$ cat src/rtl/configurable_switch_box.sv
// Purpose: four-sided FPGA-style switch box; each output track picks the same-index track of another side (or 0) from a 2-bit select held in an active config register loaded via a serial shadow chain.
// Latency: REG_OUT=1 gives one clk from track input or active-config change to track output; REG_OUT=0 is combinational. A commit takes effect on the mux the cycle after the commit edge.
// Backpressure: none; cfg_valid shifts unconditionally, and a commit before the chain is full is dropped and flagged on cfg_err.
module configurable_switch_box #(
  parameter int W       = 4,
  parameter int REG_OUT = 1
) (
  input  logic         clk,
  input  logic         rst_n,
  input  logic [W-1:0] n_in,
  input  logic [W-1:0] e_in,
  input  logic [W-1:0] s_in,
  input  logic [W-1:0] w_in,
  output logic [W-1:0] n_out,
  output logic [W-1:0] e_out,
  output logic [W-1:0] s_out,
  output logic [W-1:0] w_out,
  input  logic         cfg_valid,
  input  logic         cfg_in,
  input  logic         cfg_commit,
  output logic         cfg_out,
  output logic         cfg_full,
  output logic         cfg_err
);

  localparam int NB = 8 * W;
  localparam int CW = $clog2(NB + 1);
  localparam logic [CW-1:0] FULL_CNT = CW'(NB);

  logic [NB-1:0]  r_shadow;
  logic [NB-1:0]  r_active;
  logic [CW-1:0]  r_cnt;
  logic           r_err;

  logic           w_full;
  logic           w_accept;
  logic           w_reject;
  logic [4*W-1:0] w_side;
  logic [4*W-1:0] w_mux;

  // Sides packed in index order N=0, E=1, S=2, W=3 so side x track k sits at bit x*W+k.
  assign w_side   = {w_in, s_in, e_in, n_in};

  assign w_full   = (r_cnt == FULL_CNT);
  assign w_accept = cfg_commit & w_full;
  assign w_reject = cfg_commit & ~w_full;

  assign cfg_out  = r_shadow[0];
  assign cfg_full = w_full;
  assign cfg_err  = r_err;

  // Shadow chain: shift right, new bit enters at the top so the first bit loaded ends at bit 0.
  always_ff @(posedge clk or negedge rst_n) begin
    if (!rst_n) begin
      r_shadow <= '0;
    end else if (cfg_valid) begin
      r_shadow <= {cfg_in, r_shadow[NB-1:1]};
    end
  end

  // Active config: captures the pre-edge shadow only on an accepted commit.
  always_ff @(posedge clk or negedge rst_n) begin
    if (!rst_n) begin
      r_active <= '0;
    end else if (w_accept) begin
      r_active <= r_shadow;
    end
  end

  // Bit counter: saturates at full; an accepted commit restarts it, counting a same-cycle shift.
  always_ff @(posedge clk or negedge rst_n) begin
    if (!rst_n) begin
      r_cnt <= '0;
    end else if (w_accept) begin
      r_cnt <= cfg_valid ? CW'(1) : '0;
    end else if (cfg_valid && !w_full) begin
      r_cnt <= r_cnt + CW'(1);
    end
  end

  // Error flag: high for exactly the cycle after a rejected commit.
  always_ff @(posedge clk or negedge rst_n) begin
    if (!rst_n) begin
      r_err <= 1'b0;
    end else begin
      r_err <= w_reject;
    end
  end

  // Per-track mux: select s routes the same track index from side (x+s) mod 4.
  for (genvar x = 0; x < 4; x++) begin : g_side
    for (genvar k = 0; k < W; k++) begin : g_trk
      logic [1:0] w_sel;
      assign w_sel = r_active[(x*W+k)*2 +: 2];
      assign w_mux[x*W+k] = (w_sel == 2'd1) ? w_side[((x+1)%4)*W+k] :
                            (w_sel == 2'd2) ? w_side[((x+2)%4)*W+k] :
                            (w_sel == 2'd3) ? w_side[((x+3)%4)*W+k] : 1'b0;
    end
  end

  if (REG_OUT != 0) begin : g_reg
    logic [4*W-1:0] r_out;

    // Output stage: one register per track, cleared by reset.
    always_ff @(posedge clk or negedge rst_n) begin
      if (!rst_n) begin
        r_out <= '0;
      end else begin
        r_out <= w_mux;
      end
    end

    assign n_out = r_out[0*W +: W];
    assign e_out = r_out[1*W +: W];
    assign s_out = r_out[2*W +: W];
    assign w_out = r_out[3*W +: W];
  end else begin : g_comb
    assign n_out = w_mux[0*W +: W];
    assign e_out = w_mux[1*W +: W];
    assign s_out = w_mux[2*W +: W];
    assign w_out = w_mux[3*W +: W];
  end

endmodule

$ cat config.mk
export PLATFORM = sky130hd
export DESIGN_NAME = configurable_switch_box
export DESIGN_NICKNAME = d
export VERILOG_FILES = /design/src/rtl/configurable_switch_box.sv
export SDC_FILE = /design/constraint.sdc
export NUM_CORES = 1
export LEC_CHECK = 0
export ABC_AREA = 1
export BUFFER_PORTS_ARGS = -buffer_cell sky130_fd_sc_hd__buf_2
export CAP_MARGIN = 5
export CORE_MARGIN = 4
export CORE_UTILIZATION = 30
export DETAILED_ROUTE_END_ITERATION = 12
export PLACE_DENSITY = 0.48
export SETUP_SLACK_MARGIN = 0.05
export SKIP_LAST_GASP = 1
export SLEW_MARGIN = 20
export SYNTH_ARGS = -nofsm -noshare
export SYNTH_HDL_FRONTEND = slang
export SYNTH_SLANG_ARGS = --single-unit
$ cat constraint.sdc
create_clock -name clk -period 1.35 [get_ports clk]
set_input_delay 0.0675 -clock clk [delete_from_list [all_inputs] [get_ports clk]]
set_output_delay 0.0675 -clock clk [all_outputs]
set_load 0.01 [all_outputs]
==> results.cfg <==
[run_status]
status = finished, final reports clean

[synthesis]
syn-num-nets = 392
synth_top_family_by_area = compound AO/OA/AOI/OAI gates
synth_cells = 369
ys_seq_area_share_pct = 62.4
synth_compound_area_share_pct = 15.2
syn-cell-area_sq_um = 3490
synthXorXnorAreaFrac_pct = 0.753
avgSynthCellArea_sq_um = 9.45
ys_ff_latch = 87
yosys.area_share.adder_pct = 0.717
yosys_warnings = 0
muxShareOfSynthArea_pct = 0
synthSimpleGateAreaFrac_pct = 13.6
yosysUniqueCellTypes = 21

[pwr]
power_frac_seq_pct = 44.7
vdd_drop_max_v = 0.000979
p_leak_nw = 2.21
switching_share_pct = 31.1
power.switching_mw = 2.76
pwr-share-comb_pct = 25.4
internal_power_mw = 6.12
p_clk_share_pct = 30.0
p_per_area_nw_per_um2 = 1890

[routing]
vias = 2665
drt_wl_total_microns = 8260
wl_per_cell_microns = 14.2
via_per_inst = 4.59
dr.pass1.iters = 6
drc = 0
drt_iter0_drc = 134
antenna_left = 0

[placed_design]
place_inst = 548
placed_area_sq_um = 3940
io_buffer_count = 39
dp_hpwl_microns = 4980
gp_congestion = 0.741

[global_routing]
grt_pass1_wl_microns = 12300
grt_start_max_net_pins = 66
grt_pass1_vias = 2458
gr-usage-met3_pct = 3.60
gr-max-usage-layer = met2
grtUsageMet2_pct = 17.4
overflow = 0
antenna_found_initial = 0
grtUsageMet1_pct = 16.8
grt_use_total_pct = 11.9

[critical_path]
startpoint_type = register
worstSetupPathType = register to register
critical_path.max_stage_delay_ns = 0.39
r2r_end = r_active[21]
critPathRequiredTime_ns = 1.57
cpLargestDelayFamily = buffers and inverters
cp.arrival_ns = 1.55
path_cells = inv_2 > ha_4 > nand4_4 > buf_12 > clkbuf_16 > nand2_1 > o21ai_1
reg2reg_depth = 7
cp-end-kind = register
r2r_slack_ns = 0.02
cp_slowest_cell = dfrtp_1
worstPathMaxFanout = 8
cp_num_buf_inv = 3
r2r-start = r_cnt[0]

[final_layout]
nNetsFinal = 455
final_common_cell = dfrtp_1
diodes = 0
layoutNonFillerInstCount = 580
drive_gt1_share_pct = 27.0
final_cell_mix = 87 x dfrtp_1, 59 x nand2_1, 45 x inv_1
final_cell_area_sq_um = 4690
final-seq-area_sq_um = 2180
fill_cells = 1151
syn_to_final_growth_pct = 34.4
multi_input_area_sq_um = 1240
finalCoreUtilization_pct = 41.0

[timing]
hold_viol = 0
drv_slew = 0
worstMarginPinSlew_ns = 0.499
rsz0062_at_grt = true
skew_ns = 0.00818
setup_violations = 0
relSlewSlack_pct = 66.7
period_share_pct = 98.8
fin_crit_ns = 1.33
fin_tns_setup_ns = 0
fmaxAchievable_mhz = 750

[clock_network]
cts_buffers = 9
clock-sinks = 87
htree_levels = 3
cts_tree = yes
clock_latency_ns = 0.33
root_buffer = clkbuf_16
cts.path.max_buffers = 2
path_clk_slew_ns = 0.06

[flow_run]
cap_viol_max_count = 0

[die]
rows = 39
die_w_microns = 116
io_pins = 40
dieArea_sq_um = 13400
start_util_pct = 30.6
core_area_sq_um = 11400
die_h_microns = 116

[worst_hold_path]
min_path_cells = 3
hold_class = input port to register
hold_path_end = g_reg.r_out[11]
hold_start = e_in[3]
timing repair:
item | CTS | global route
pin swaps | 1 | 3
gates cloned | 0 | 7
buffers inserted | 2 | 2
endpoints found under the hold margin | 36 | 0
resized for setup | 6 | 48
hold buffers | 5 | 0
endpoints found under the setup margin | 6 | 38
final cells by class:
cell class                 count  share of cell area [%]
clock buffer                  11                    5.18
clock inverter                 5                    1.74
inverter                      48                    3.90
multi-input combinational    219                    26.4
sequential                    87                    46.4
tap                          143                    3.82
timing repair buffer          67                    12.5
metrics by stage:
| stage | power (mW) | hold slack (ns) | worst slack (ns) |
|---|---|---|---|
| floorplan | 4.97 | -0.228 | 0.124 |
| global placement | 5.66 | 0.0745 | 0.0748 |
| detailed placement | 5.70 | 0.0766 | 0.0586 |
| CTS | 8.49 | 0.00396 | 0.0536 |
| global route | 9.47 | 0.00701 | -0.0223 |
| finish | 8.88 | 0.0160 | 0.0162 |
routing by layer:
layer	vias to the layer above	part of all wire, %
met4	0	1.1
met1	1265	49
met2	56	44
met3	7	5.4
li1	1337	-
met5	-	0
worst reg2reg max path, stage by stage, from the launching register on:
cell,delay [ns]
dfrtp_1,0.39
inv_2,0.09
ha_4,0.17
nand4_4,0.10
buf_12,0.18
clkbuf_16,0.17
nand2_1,0.06
o21ai_1,0.06
Yosys cell counts:
cell	number	area, sq um
nand4_2	1	12.5
a311oi_1	8	70.1
o21ai_0	33	165
a21oi_1	16	80.1
nor2_1	20	75.1
buf_2	9	45.0
ha_1	2	25.0
nand3_1	11	55.1
nor2_2	1	6.26
o22ai_1	8	50.1
nand3_2	1	10.0
dfrtp_1	87	2180
xor2_1	2	17.5
nand4_1	1	6.26
buf_6	1	11.3
inv_1	48	180
o21ai_1	33	165
clkbuf_1	5	18.8
xnor2_1	1	8.76
nand2_2	2	12.5
nand2_1	79	297
cell families (layout without fill, tap and decap cells):
| group | count (synthesis) | in the layout |
|---|---|---|
| compound gates | 98 | 98 |
| xor+xnor | 3 | 3 |
| fa+ha+maj | 2 | 2 |
| buf+inv | 63 | 131 |
| flops | 87 | 87 |
| simple gates | 116 | 116 |
state kept, by name, indices dropped and copies added, names as in the netlist:
name         count
r_cnt            6
g_reg.r_out     16
r_active        32
r_shadow        32
cfg_err          1
power by group through the flow:
stage | Clock [mW] | Combinational, mW | Sequential, mW
finish | 2.66 | 2.25 | 3.97
global route | 2.86 | 2.55 | 4.06
CTS | 2.73 | 1.89 | 3.88
detailed placement | 0 | 1.79 | 3.91
global placement | 0 | 1.76 | 3.90
floorplan | 0 | 1.05 | 3.91
how the worst max path moves through the flow:
stage	from	end	slack [ns]	cells after the start
2_1_floorplan	r_cnt[0]	r_cnt[2]	0.12	6
5_1_grt	r_cnt[0]	r_active[25]	-0.02	7
3_5_place_dp	r_cnt[1]	r_active[24]	0.06	6
3_3_place_gp	r_cnt[1]	r_active[30]	0.07	6
4_1_cts	r_cnt[1]	cfg_full	0.05	5
6_report	r_cnt[0]	r_active[21]	0.02	7
No activity file was read; power rests on OpenSTA's default activity.
